===== src/rtl/pipeline_adder_arbiter.sv =====
// rtl/pipeline_adder_arbiter.sv - round-robin arbiter sharing one external pipelined adder among NREQ requesters
// Tag pipeline tracks which requester owns each in-flight add so results route back in grant order.
module pipeline_adder_arbiter #(
  parameter int WIDTH   = 64,
  parameter int NREQ    = 4,
  parameter int LATENCY = 2,
  parameter int MAX_OUT = 2
) (
  input  logic                    clk,
  input  logic                    rst,
  input  logic [NREQ-1:0]         req_valid,
  input  logic [NREQ*WIDTH-1:0]   req_a,
  input  logic [NREQ*WIDTH-1:0]   req_b,
  input  logic [NREQ-1:0]         req_cin,
  output logic [NREQ-1:0]         req_ready,
  output logic [WIDTH-1:0]        add_a,
  output logic [WIDTH-1:0]        add_b,
  output logic                    add_cin,
  input  logic [WIDTH-1:0]        add_sum,
  input  logic                    add_cout,
  output logic [NREQ-1:0]         rsp_valid,
  output logic [WIDTH-1:0]        rsp_sum,
  output logic                    rsp_cout,
  output logic                    idle
);

  localparam int IW = (NREQ > 1) ? $clog2(NREQ) : 1;
  localparam int CW = $clog2(MAX_OUT + 1);

  logic [IW-1:0]      ptr;
  logic [CW-1:0]      outstanding [NREQ];
  logic [LATENCY-1:0] tag_v;
  logic [IW-1:0]      tag_idx [LATENCY];
  logic [NREQ-1:0]    eligible;
  logic               grant_any;
  logic [IW-1:0]      grant_idx;
  logic               busy;

  // Eligibility uses the registered count only; a response this cycle frees nothing until next edge.
  always_comb begin
    eligible = '0;
    for (int i = 0; i < NREQ; i++) begin
      eligible[i] = req_valid[i] && (outstanding[i] < CW'(MAX_OUT));
    end
  end

  always_comb begin
    int idx;
    idx       = 0;
    grant_any = 1'b0;
    grant_idx = '0;
    for (int k = 0; k < NREQ; k++) begin
      idx = int'(ptr) + k;
      if (idx >= NREQ) idx = idx - NREQ;
      if (!rst && !grant_any && eligible[idx]) begin
        grant_any = 1'b1;
        grant_idx = IW'(idx);
      end
    end
  end

  always_comb begin
    req_ready = '0;
    if (grant_any) req_ready[grant_idx] = 1'b1;
  end

  assign add_a   = grant_any ? req_a[grant_idx*WIDTH +: WIDTH] : '0;
  assign add_b   = grant_any ? req_b[grant_idx*WIDTH +: WIDTH] : '0;
  assign add_cin = grant_any & req_cin[grant_idx];

  always_comb begin
    rsp_valid = '0;
    if (tag_v[LATENCY-1]) rsp_valid[tag_idx[LATENCY-1]] = 1'b1;
  end

  assign rsp_sum  = tag_v[LATENCY-1] ? add_sum : '0;
  assign rsp_cout = tag_v[LATENCY-1] & add_cout;

  always_ff @(posedge clk or posedge rst) begin
    if (rst) begin
      ptr   <= '0;
      tag_v <= '0;
      for (int s = 0; s < LATENCY; s++) tag_idx[s] <= '0;
    end else begin
      tag_v[0]   <= grant_any;
      tag_idx[0] <= grant_idx;
      for (int s = 1; s < LATENCY; s++) begin
        tag_v[s]   <= tag_v[s-1];
        tag_idx[s] <= tag_idx[s-1];
      end
      if (grant_any) ptr <= (grant_idx == IW'(NREQ - 1)) ? '0 : grant_idx + IW'(1);
    end
  end

  // Grant and response to the same requester in one cycle cancel out.
  always_ff @(posedge clk or posedge rst) begin
    if (rst) begin
      for (int i = 0; i < NREQ; i++) outstanding[i] <= '0;
    end else begin
      for (int i = 0; i < NREQ; i++) begin
        if (req_ready[i] && !rsp_valid[i])      outstanding[i] <= outstanding[i] + CW'(1);
        else if (!req_ready[i] && rsp_valid[i]) outstanding[i] <= outstanding[i] - CW'(1);
      end
    end
  end

  always_comb begin
    busy = |tag_v;
    for (int i = 0; i < NREQ; i++) busy = busy | (outstanding[i] != '0);
  end

  assign idle = !busy;

endmodule


===== config.mk =====
export PLATFORM = sky130hd
export DESIGN_NAME = pipeline_adder_arbiter
export DESIGN_NICKNAME = d
export VERILOG_FILES = /design/src/rtl/pipeline_adder_arbiter.sv
export SDC_FILE = /design/constraint.sdc
export NUM_CORES = 1
export LEC_CHECK = 0
export CAP_MARGIN = 20
export CELL_PAD_IN_SITES_DETAIL_PLACEMENT = 1
export CELL_PAD_IN_SITES_GLOBAL_PLACEMENT = 1
export CORE_AREA = 10 10 295 297
export CTS_CLUSTER_SIZE = 24
export DETAILED_ROUTE_END_ITERATION = 10
export DIE_AREA = 0 0 305 307
export DONT_BUFFER_PORTS = 1
export PLACE_DENSITY = 0.3
export SYNTH_ARGS = -nofsm -noshare
export SYNTH_HDL_FRONTEND = slang
export SYNTH_SLANG_ARGS = --single-unit

===== constraint.sdc =====
create_clock -name clk -period 5.7 [get_ports clk]
set_input_delay 1.71 -clock clk [delete_from_list [all_inputs] [get_ports clk]]
set_output_delay 1.71 -clock clk [all_outputs]
set_load 0.02 [all_outputs]

==> out/results.ini, run 1 <==
[sta]
setup_slack_ns = 0.130
whs_ns = 0.347
fin_crit_sh = 0.977
worst_pin_slew_ns = 1.05
fin_tns_setup_ns = 0
clock-skew-final_ns = 0.000570
period_minus_slack_ns = 5.57
finalMaxSlewViolations = 0
rsz0062_at_grt = false
hold_viol = 0
fmax_mhz = 180
slew_headroom = 0.295
setup_viol = 0

[drt]
drtIter0Drc = 365
ant_nets = 0
num_vias = 6049
drtPass1Iterations = 6
totalWireLength_microns = 38000
wl_per_cell_microns = 21.1
drc = 0
vias_per_cell = 3.36

[clock_tree]
cts_sinks = 16
ctsHtreeMaxLevel = 1
clkTransAtPathRegs_ns = 0.05
cts_buffers = 3
clk_path_buf_depth = 2
clkLatencyLatePin_ns = 0.25
root_buffer = clkbuf_16
cts_tree = yes

[critical_path]
crit_family = simple AND/OR/NAND/NOR gates
critical_path.cell_chain = and2b_1, nor2_1, o21a_1, or4_4, nor2_4, buf_12, buf_12, mux2i_1, buf_4
end_kind = output pin
reg2reg_slack_ns = 2.68
worstPathArrival_ns = 3.86
crit_top_cell = buf_12
critPathBufInv = 3
required_ns = 3.99
cp-start-kind = input port
crit_fanout = 31
critPathSlowestCell = or4_4
cpPeakStageDelay_ns = 0.54
crit_type = in -> out

[floorplanning]
core-area_sq_um = 81300
start_util = 0.0617
rows = 105
chipHeight_microns = 307
fp.dieW_microns = 305
ios = 790
die-area_sq_um = 93600

[global_routing]
overflow = 0
grt_antenna_before_repair = 12
grt_max_degree = 83
grt_pass1_vias = 6521
grt_pass1_wl_microns = 50000
grt.total_usage = 0.0700

[power]
internal_power_w = 0.00155
cellLeakagePower_nw = 2.40
p_clk_frac = 0.044
p_seq_frac = 0.064
pwr-share-comb = 0.891
p_sw_w = 0.00195
p_per_area_nw_per_um2 = 466
netSwitchingFraction = 0.557
irDropWorstVdd_v = 0.000136

[final_layout]
fin_nets = 1313
post-route-cell-area_sq_um = 7500
drive_gt1_frac = 0.261
area_delta_synth_final_pct = 49.4
stdcell_count = 1798
fillCellCount = 9702

[yosys]
netlist_top_cells_count = 257 x a22oi_1, 130 x mux2i_1, 65 x and2_1, 44 x clkbuf_1, 19 x buf_2
synth.top_cell.area_share = 0.384
synth-simple-area-share = 0.125
synth-async-reset-ratio = 1.00
yosysMostFrequentCell = a22oi_1
synthMuxAreaShare = 0.261
synthAdderAreaFrac = 0.00997
yosysTopAreaCell = a22oi_1
synth_compound_area_frac = 0.407
synth_edf_count = 0
ys_seq_area_frac = 0.0798
synth_nets = 1218
synth_seq_cells = 16
yosysWarnings = 0
syn_area_sq_um = 5020
synthFlopType = dfrtp_1
synth_top_family_by_area = compound AO/OA/AOI/OAI gates
synth_cells = 627
synth.area.top_cells = a22oi_1 38%, mux2i_1 26%, and2_1 8.1%
syn_area_per_cell_sq_um = 8.01
synth-xor-area-share = 0.0209
yosysUniqueCellTypes = 42

[hold_path]
min_path_type = reg -> reg

[place]
place.gp.congestion = 0.776
dp_hpwl_microns = 33700
place_inst = 1785
io_buffers = 0
pre_cts_ws_ns = 0.0416
placed_cell_area_sq_um = 7340

[status]
outcome = finished, final reports clean

[run]
maxCapViolCount = 0

-- cell usage in the layout, fill, tap and decap left out, types with 3 or more instances in the layout --
master and count:
nor4_1 3, buf_4 156, dfrtp_1 16, buf_12 13
ha_1 4, clkbuf_16 4, a22oi_1 257, and2_1 65
xnor2_1 4, nor2_1 9, a21oi_1 4, inv_1 8
mux2i_1 129, xor2_1 8, diode_2 7, o21ai_0 4
-- final timing paths --
path                                               to  cells past startpoint                        from
hold reg to reg                  tag_idx[0]$_DFF_PP0_                      0        tag_idx[2]$_DFF_PP0_
hold / removal                   tag_idx[0]$_DFF_PP0_                      0        tag_idx[2]$_DFF_PP0_
max in group asynchronous  outstanding[7]$_DFFE_PP0P_                      2                         rst
min in group asynchronous          ptr[1]$_DFFE_PP0P_                      2                         rst
setup reg to reg           outstanding[7]$_DFFE_PP0P_                     13  outstanding[3]$_DFFE_PP0P_
setup / recovery                            add_b[34]                      9                req_valid[1]
-- timing repair --
item                                    in CTS  in global routing
endpoints found under the setup margin       0                 76
buffers inserted                             0                  1
hold buffers                                 0                  0
gates resized for setup                      0                  1
-- per-layer routing --
metal | up-vias | global-route usage | routed length (microns)
li1 | 2691 | - | -
met1 | 2900 | 0.0643 | 11900
met2 | 429 | 0.142 | 21900
met3 | 23 | 0.0263 | 3700
met4 | 6 | 0.0155 | 400
met5 | - | 0 | 36
-- flip-flops by register name, summed over array words and instances (netlist names) --
name	flops
outstanding	8
tag_idx	4
ptr	2
tag_v	2
-- cell families after synthesis --
group,count (synthesis)
AO/OA/AOI/OAI,274
buffers and inverters,89
AND/OR/NAND/NOR,101
adder cells (fa/ha/maj),4
flip-flops,16
XOR/XNOR,12
multiplexers,131
-- cell type report --
cell class,instances,area (sq um),share of cell area
Tap cell,1070,1340,0.179
Clock buffer,4,88.8,0.0118
Sequential cell,16,400,0.0534
Timing Repair Buffer,170,1460,0.194
Antenna cell,7,17.5,0.00234
Multi-Input combinational cell,522,4160,0.555
Inverter,9,33.8,0.00451
-- per-stage QoR --
stage,utilization,total power (W)
CTS,0.0914,0.00352
floorplan,-,0.00225
global placement,0.0903,0.00335
global route,0.0922,0.00376
detailed placement,0.0903,0.00336
finish,0.0922,0.00349
-- power groups by stage --
stage	registers (W)	clock network, W	logic, W
after global placement	0.000227	0	0.00312
after CTS	0.000225	0.000158	0.00314
after global routing	0.000233	0.000162	0.00337
final	0.000224	0.000155	0.00311
after detailed placement	0.000227	0	0.00313
after floorplan	0.000202	0	0.00205
No activity file was read; power rests on OpenSTA's default activity.
==> run 2: changes to the inputs <==
Settings changed: ABC_AREA set to 1, CAP_MARGIN 20 to unset, CORE_AREA 10 10 295 297 to 10 10 299 301, DIE_AREA 0 0 305 307 to 0 0 309 311, PLACE_DENSITY 0.3 to 0.33.
==> run 2 against run 1 <==
Combinational power rose to 3.7 times the previous value. Highest routed layer unchanged. Via count is 92% higher. Total power grew to 3.4 times the previous value. Worst hold slack worse by 0.0036 ns. Wire length grew 62%. Core utilization rose by 3.5 points. Non-clock buffer count rose by 42.
==> out/results.ini, run 2 <==
[place]
dp_hpwl_microns = 51900  ; was 33700 microns
place.gp.congestion = 0.919  ; was 0.776
io_buffers = 0  ; unchanged
placed_cell_area_sq_um = 10500  ; was 7340 sq um
place_inst = 2845  ; was 1785

[sta]
hold_viol = 0  ; unchanged
rsz0062_at_grt = false  ; unchanged
clock-skew-final_ns = 0.00440  ; was 0.000570 ns
setup_viol = 0  ; unchanged
finalMaxSlewViolations = 0  ; unchanged
slew_headroom = 0.266  ; was 0.295
fmax_mhz = 184  ; was 180 MHz
fin_crit_sh = 0.952  ; was 0.977
worst_pin_slew_ns = 1.09  ; was 1.05 ns
period_minus_slack_ns = 5.43  ; was 5.57 ns
fin_tns_setup_ns = 0  ; unchanged

[clock_tree]
clkTransAtPathRegs_ns = 0.05  ; about the same
cts_tree = yes  ; unchanged
clkLatencyLatePin_ns = 0.25  ; about the same
cts_sinks = 16  ; unchanged
ctsHtreeMaxLevel = 1  ; unchanged
clk_path_buf_depth = 2  ; unchanged
cts_buffers = 3  ; unchanged
cts.repair.resized = 0  ; unchanged
root_buffer = clkbuf_16  ; unchanged
cts_setup_buffers = 0  ; unchanged
hold_buffers = 0  ; unchanged

[global_routing]
overflow = 0  ; unchanged
grt_pass1_vias = 12447  ; was 6521
use_met3 = 0.0253  ; was 0.0263
grt_pass1_wl_microns = 87700  ; was 50000 microns
busiest_layer = met2  ; unchanged
use_met1 = 0.133  ; was 0.0643
grt_util_met2 = 0.225  ; was 0.142
grt_max_degree = 73  ; was 83
grt_antenna_before_repair = 1  ; was 12
grt.total_usage = 0.118  ; was 0.0700

[floorplanning]
fp.dieW_microns = 309  ; was 305 microns
chipHeight_microns = 311  ; was 307 microns
rows = 106  ; was 105
ios = 790  ; unchanged
core-area_sq_um = 83300  ; was 81300 sq um
die-area_sq_um = 96100  ; was 93600 sq um
start_util = 0.0969  ; was 0.0617

[critical_path]
critical_path.cell_chain = nand3_1, nand3_1, nand2_1, nor2_4, nand4_1, nand2_8, buf_12, nand3_1, nand3_1, a21oi_1, buf_4  ; was and2b_1, nor2_1, o21a_1, or4_4, nor2_4, buf_12, buf_12, mux2i_1, buf_4
cpPeakStageDelay_ns = 0.32  ; was 0.54 ns
cp-start-kind = input port  ; unchanged
required_ns = 3.99  ; about the same
crit_fanout = 72  ; was 31
critPathBufInv = 2  ; was 3
worstPathArrival_ns = 3.72  ; was 3.86 ns
end_kind = output pin  ; unchanged
crit_family = simple AND/OR/NAND/NOR gates  ; unchanged
critPathSlowestCell = nand3_1  ; was or4_4
crit_type = in -> out  ; unchanged
crit_top_cell = nand3_1  ; was buf_12

[final_layout]
top_register = outstanding  ; unchanged
reg_top3 = outstanding x8, tag_idx x4  ; unchanged
final_util = 0.127  ; was 0.0922
final_common_cell = nand3_1  ; was a22oi_1
largest_reg_flops = 8  ; unchanged
final_cell_mix = 525 x nand3_1, 468 x nand2_1, 340 x inv_1, 190 x buf_4, 134 x a21oi_1  ; was 257 x a22oi_1, 156 x buf_4, 129 x mux2i_1, 65 x and2_1, 16 x dfrtp_1
area_delta_synth_final_pct = 31.5  ; was 49.4%
stdcell_count = 2849  ; was 1798
n_antenna_cell = 0  ; was 7
drive_gt1_frac = 0.142  ; was 0.261
post-route-cell-area_sq_um = 10600  ; was 7500 sq um
fin_nets = 2361  ; was 1313

[yosys]
synth-async-reset-ratio = 1.00  ; unchanged
yosysUniqueCellTypes = 28  ; was 42
synth_cells = 1702  ; was 627
netlist_top_cells_count = 526 x nand3_1, 471 x nand2_1, 340 x inv_1, 134 x a21oi_1, 89 x buf_2  ; was 257 x a22oi_1, 130 x mux2i_1, 65 x and2_1, 44 x clkbuf_1, 19 x buf_2
syn_area_sq_um = 8070  ; was 5020 sq um
synth_edf_count = 0  ; unchanged
yosysWarnings = 0  ; unchanged
syn_area_per_cell_sq_um = 4.74  ; was 8.01 sq um
synth.top_cell.area_share = 0.326  ; was 0.384
synth.area.top_cells = nand3_1 33%, nand2_1 22%, inv_1 16%  ; was a22oi_1 38%, mux2i_1 26%, and2_1 8.1%
yosysTopAreaCell = nand3_1  ; was a22oi_1
yosysMostFrequentCell = nand3_1  ; was a22oi_1
synthFlopType = dfrtp_1  ; unchanged
synth_nets = 2293  ; was 1218
synth_seq_cells = 16  ; unchanged
ys_seq_area_frac = 0.0496  ; was 0.0798

[run]
maxCapViolCount = 0  ; unchanged

[drt]
ant_nets = 0  ; unchanged
num_vias = 11608  ; was 6049
vias_per_cell = 4.07  ; was 3.36
drc = 0  ; unchanged
wl_per_cell_microns = 21.6  ; was 21.1 microns
drtIter0Drc = 721  ; was 365
totalWireLength_microns = 61600  ; was 38000 microns
drtPass1Iterations = 7  ; was 6

[power]
irDropWorstVdd_v = 0.000458  ; was 0.000136 V
cellLeakagePower_nw = 6.13  ; was 2.40 nW
p_clk_frac = 0.013  ; was 0.044
p_per_area_nw_per_um2 = 1130  ; was 466 nW/um^2
p_seq_frac = 0.024  ; was 0.064
pwr-share-comb = 0.963  ; was 0.891
p_sw_w = 0.00776  ; was 0.00195 W
netSwitchingFraction = 0.646  ; was 0.557
internal_power_w = 0.00426  ; was 0.00155 W

[status]
outcome = finished, final reports clean  ; unchanged

[hold_path]
min_path_type = reg -> reg  ; unchanged

==> run 2: changes by cell type after synthesis, moves of 11 or more <==
cell,previous run,this run
mux2i_1,130,0
and2_1,65,0
nand3_2,0,12
buf_6,1,13
nand3_1,2,526
buf_2,19,89
a21oi_1,4,134
buf_4,4,15
inv_1,8,340
clkbuf_1,44,25
nand2_1,2,471
a22oi_1,257,0
==> run 2: final timing paths <==
| check | startpoint | endpoint | slack (ns) | cells after the start |
|---|---|---|---|---|
| min reg2reg | tag_idx[2]$_DFF_PP0_ | tag_idx[0]$_DFF_PP0_ | 0.34 | 0 |
| max | req_valid[2] | add_b[45] | 0.27 | 11 |
| max in group asynchronous | rst | tag_v[1]$_DFF_PP0_ | 3.98 | 2 |
| max reg2reg | ptr[0]$_DFFE_PP0P_ | outstanding[3]$_DFFE_PP0P_ | 2.31 | 17 |
| min in group asynchronous | rst | outstanding[4]$_DFFE_PP0P_ | 1.52 | 2 |
| min | tag_idx[2]$_DFF_PP0_ | tag_idx[0]$_DFF_PP0_ | 0.34 | 0 |
==> run 2: cell type report <==
cell class                 instances  area [sq um]
fill                           10588         72700
multi-input combinational       1192          5620
timing repair buffer             212          1850
tap                             1080          1350
inverter                         345          1300
sequential                        16           402
clock buffer                       4          88.8
==> run 2: power by group through the flow <==
stage,clock network [W],logic [W],registers (W)
final,0.000154,0.0116,0.000294
after global placement,0,0.0119,0.000289
after global routing,0.000161,0.0126,0.000313
after detailed placement,0,0.0118,0.000297
after floorplan,0,0.00709,0.000205
after CTS,0.000158,0.0119,0.000295
==> run 2: cells by family after synthesis <==
group / Yosys count / synth area share
DFF: 16 / 0.0496
and+or+nand+nor: 1040 / 0.585
buffers and inverters: 494 / 0.264
xor gates and xnor gates: 8 / 0.00868
AOI/OAI and AO/OA: 140 / 0.0868
adders and majority gates: 4 / 0.00620
==> run 2: metrics by stage <==
| step | hold WS [ns] | setup WS, ns | total power [W] |
|---|---|---|---|
| after floorplan | 0.331 | 0.544 | 0.00729 |
| after global placement | 0.347 | 0.289 | 0.0121 |
| after detailed placement | 0.336 | 0.235 | 0.0121 |
| after CTS | 0.345 | 0.235 | 0.0123 |
| after global routing | 0.364 | 0.0861 | 0.0131 |
| final | 0.344 | 0.271 | 0.0120 |
==> run 2: metal layers <==
layer | part of all wire | vias to the layer above
met5 | 0.00021 | -
met4 | 0.014 | 2
met3 | 0.068 | 40
met2 | 0.53 | 468
met1 | 0.39 | 5640
li1 | - | 5458
==> run 3: changes to the inputs <==
Settings changed: CORE_AREA 10 10 299 301 to 10 10 297 299, DIE_AREA 0 0 309 311 to 0 0 307 309, PLACE_DENSITY 0.33 to unset, PLACE_DENSITY_LB_ADDON set to 0.1, SKIP_CTS_REPAIR_TIMING set to 1.
Clock period 5.7 ns to 6.9 ns, I/O delays scaled along.
==> run 3 against run 2 <==
Cell area decreased by 1.4%. Wire length rose by 5.9%. Sequential cell count is the same. Sequential power shrank 16%. Clock power is 19% lower. Die area shrank 1.3%. Via count fell by 2.5%. First-iteration DRC count shrank 24%. Count of clock-buffer cells in the layout unchanged. Critical path depth up 1. Global-route usage grew 0.73 points. Critical path type unchanged. Largest power group unchanged. Highest routed layer is now met4.
==> out/results.ini, run 3 (synthesis results as in run 2) <==
[critical_path]
critPathBufInv = 4  ; was 2
critPathSlowestCell = nand4_1  ; was nand3_1
crit_fanout = 39  ; was 72
reg2reg_slack_ns = 3.51  ; was 2.31 ns
reg2reg_to = outstanding[5]$_DFFE_PP0P_  ; was outstanding[3]$_DFFE_PP0P_
crit_top_cell = nand2_1  ; was nand3_1
r2r-start = ptr[0]$_DFFE_PP0P_  ; unchanged
cpPeakStageDelay_ns = 0.29  ; was 0.32 ns
critical_path.cell_chain = inv_2, nand2_1, nor2_4, nand4_1, nand2_8, buf_12, buf_12, nand3_1, nand2_1, nand2_1, a21oi_1, buf_4  ; was nand3_1, nand3_1, nand2_1, nor2_4, nand4_1, nand2_8, buf_12, nand3_1, nand3_1, a21oi_1, buf_4
cp-start-kind = input port  ; unchanged
end_kind = output pin  ; unchanged
crit_family = simple AND/OR/NAND/NOR gates  ; unchanged
worst-r2r-cell-count = 17  ; unchanged
worstPathArrival_ns = 4.24  ; was 3.72 ns
required_ns = 4.83  ; was 3.99 ns
crit_type = in -> out  ; unchanged

[place]
io_buffers = 0  ; unchanged
placed_cell_area_sq_um = 10400  ; was 10500 sq um
pre_cts_ws_ns = 0.514  ; was 0.235 ns
place.gp.congestion = 0.822  ; was 0.919
dp_hpwl_microns = 53900  ; was 51900 microns

[final_layout]
post-route-cell-area_sq_um = 10500  ; was 10600 sq um
drive_gt1_frac = 0.131  ; was 0.142
final_util = 0.128  ; was 0.127
largest_reg_flops = 8  ; unchanged
final_common_cell = nand3_1  ; unchanged
area_delta_synth_final_pct = 29.6  ; was 31.5%
top_register = outstanding  ; unchanged
final_cell_mix = 525 x nand3_1, 468 x nand2_1, 340 x inv_1, 166 x buf_4, 134 x a21oi_1  ; was 525 x nand3_1, 468 x nand2_1, 340 x inv_1, 190 x buf_4, 134 x a21oi_1
multi_input_area_sq_um = 5620  ; about the same
fillCellCount = 10384  ; was 10.6k
fin_nets = 2337  ; was 2361
reg_top3 = outstanding x8, tag_idx x4  ; unchanged
seqCellArea_sq_um = 402  ; unchanged

[drt]
drc = 0  ; unchanged
totalWireLength_microns = 65300  ; was 61600 microns
drtIter0Drc = 548  ; was 721
ant_nets = 0  ; unchanged
vias_per_cell = 4.01  ; was 4.07
wl_per_cell_microns = 23.1  ; was 21.6 microns
num_vias = 11314  ; was 11.6k
drtPass1Iterations = 5  ; was 7

[hold_path]
holdCritStartpoint = tag_idx[3]$_DFF_PP0_  ; was tag_idx[2]$_DFF_PP0_
min_to = tag_idx[1]$_DFF_PP0_  ; was tag_idx[0]$_DFF_PP0_
hold_path_depth = 0  ; unchanged
min_path_type = reg -> reg  ; unchanged

[global_routing]
grt.total_usage = 0.125  ; was 0.118
grt_antenna_before_repair = 10  ; was 1
grt_max_degree = 115  ; was 73
grt_pass1_vias = 12075  ; was 12.4k
overflow = 0  ; unchanged
grt_pass1_wl_microns = 90000  ; was 87700 microns

[clock_tree]
clkLatencyLatePin_ns = 0.25  ; about the same
ctsHtreeMaxLevel = 1  ; unchanged
cts_tree = yes  ; unchanged
root_buffer = clkbuf_16  ; unchanged
clk_path_buf_depth = 2  ; unchanged
clkTransAtPathRegs_ns = 0.05  ; about the same
cts_buffers = 3  ; unchanged
cts_sinks = 16  ; unchanged

[sta]
setup_slack_ns = 0.587  ; was 0.271 ns
slew_headroom = 0.284  ; was 0.266
finalMaxSlewViolations = 0  ; unchanged
fin_tns_setup_ns = 0  ; unchanged
period_minus_slack_ns = 6.31
worst_pin_slew_ns = 1.06  ; was 1.09 ns
fmax_mhz = 158
setup_viol = 0  ; unchanged
hold_viol = 0  ; unchanged
clock-skew-final_ns = 0.00343  ; was 0.00440 ns
rsz0062_at_grt = false  ; unchanged
fin_crit_sh = 0.915

[power]
cellLeakagePower_nw = 6.02  ; was 6.13 nW
p_per_area_nw_per_um2 = 941  ; was 1130 nW/um^2
irDropWorstVdd_v = 0.000505  ; was 0.000458 V

[floorplanning]
core-area_sq_um = 81800  ; was 83300 sq um
start_util = 0.0986  ; was 0.0969
die-area_sq_um = 94900  ; was 96100 sq um
ios = 790  ; unchanged
chipHeight_microns = 309  ; was 311 microns
rows = 105  ; was 106
fp.dieW_microns = 307  ; was 309 microns

[run]
maxCapViolCount = 0  ; unchanged

[status]
outcome = finished, final reports clean  ; unchanged

==> run 3: cell count changes in the layout (fill, tap and decap cells not counted), sizes merged <==
| cell | before | now |
|---|---|---|
| clkbuf | 5 | 4 |
| diode | 0 | 8 |
| buf | 211 | 188 |
==> run 3: power by group <==
part | switching (W) | internal, W | total (W)
clock | 0.0000366 | 0.0000880 | 0.000125
sequential | 0.0000992 | 0.000148 | 0.000248
combinational | 0.00634 | 0.00314 | 0.00947
total | 0.00647 | 0.00338 | 0.00985
==> run 3: layer usage <==
layer | wire length, microns | vias up | GRT usage
met4 | 622 | 0 | 0.0226
met5 | 0 | - | 0
met1 | 24900 | 5439 | 0.139
met3 | 4960 | 30 | 0.0355
li1 | - | 5418 | -
met2 | 34800 | 427 | 0.236
==> run 3: how the worst max path moves through the flow <==
stage	start	to	slack, ns	cells after the start
finish	rst	add_a[16]	0.59	12
detailed placement	rst	add_a[16]	0.51	12
global placement	rst	add_a[16]	0.54	12
floorplan	rst	add_b[50]	1.02	10
global route	rst	add_a[16]	0.33	12
CTS	rst	add_a[16]	0.53	12
==> run 3: area by class of cell <==
| class | count | share of cell area |
|---|---|---|
| antenna | 8 | 0.00191 |
| clock buffer | 4 | 0.00849 |
| inverter | 345 | 0.125 |
| multi-input combinational | 1192 | 0.537 |
| sequential | 16 | 0.0384 |
| tap | 1070 | 0.128 |
| timing repair buffer | 188 | 0.161 |
==> run 3: through the flow <==
step / total power, W / hold slack, ns / instances
after global routing: 0.0109 / 0.362 / 2823
after CTS: 0.0102 / 0.349 / 2815
after floorplan: 0.00602 / 0.331 / 1702
after global placement: 0.0101 / 0.337 / 2811
after detailed placement: 0.0101 / 0.337 / 2811
final: 0.00985 / 0.348 / 2823
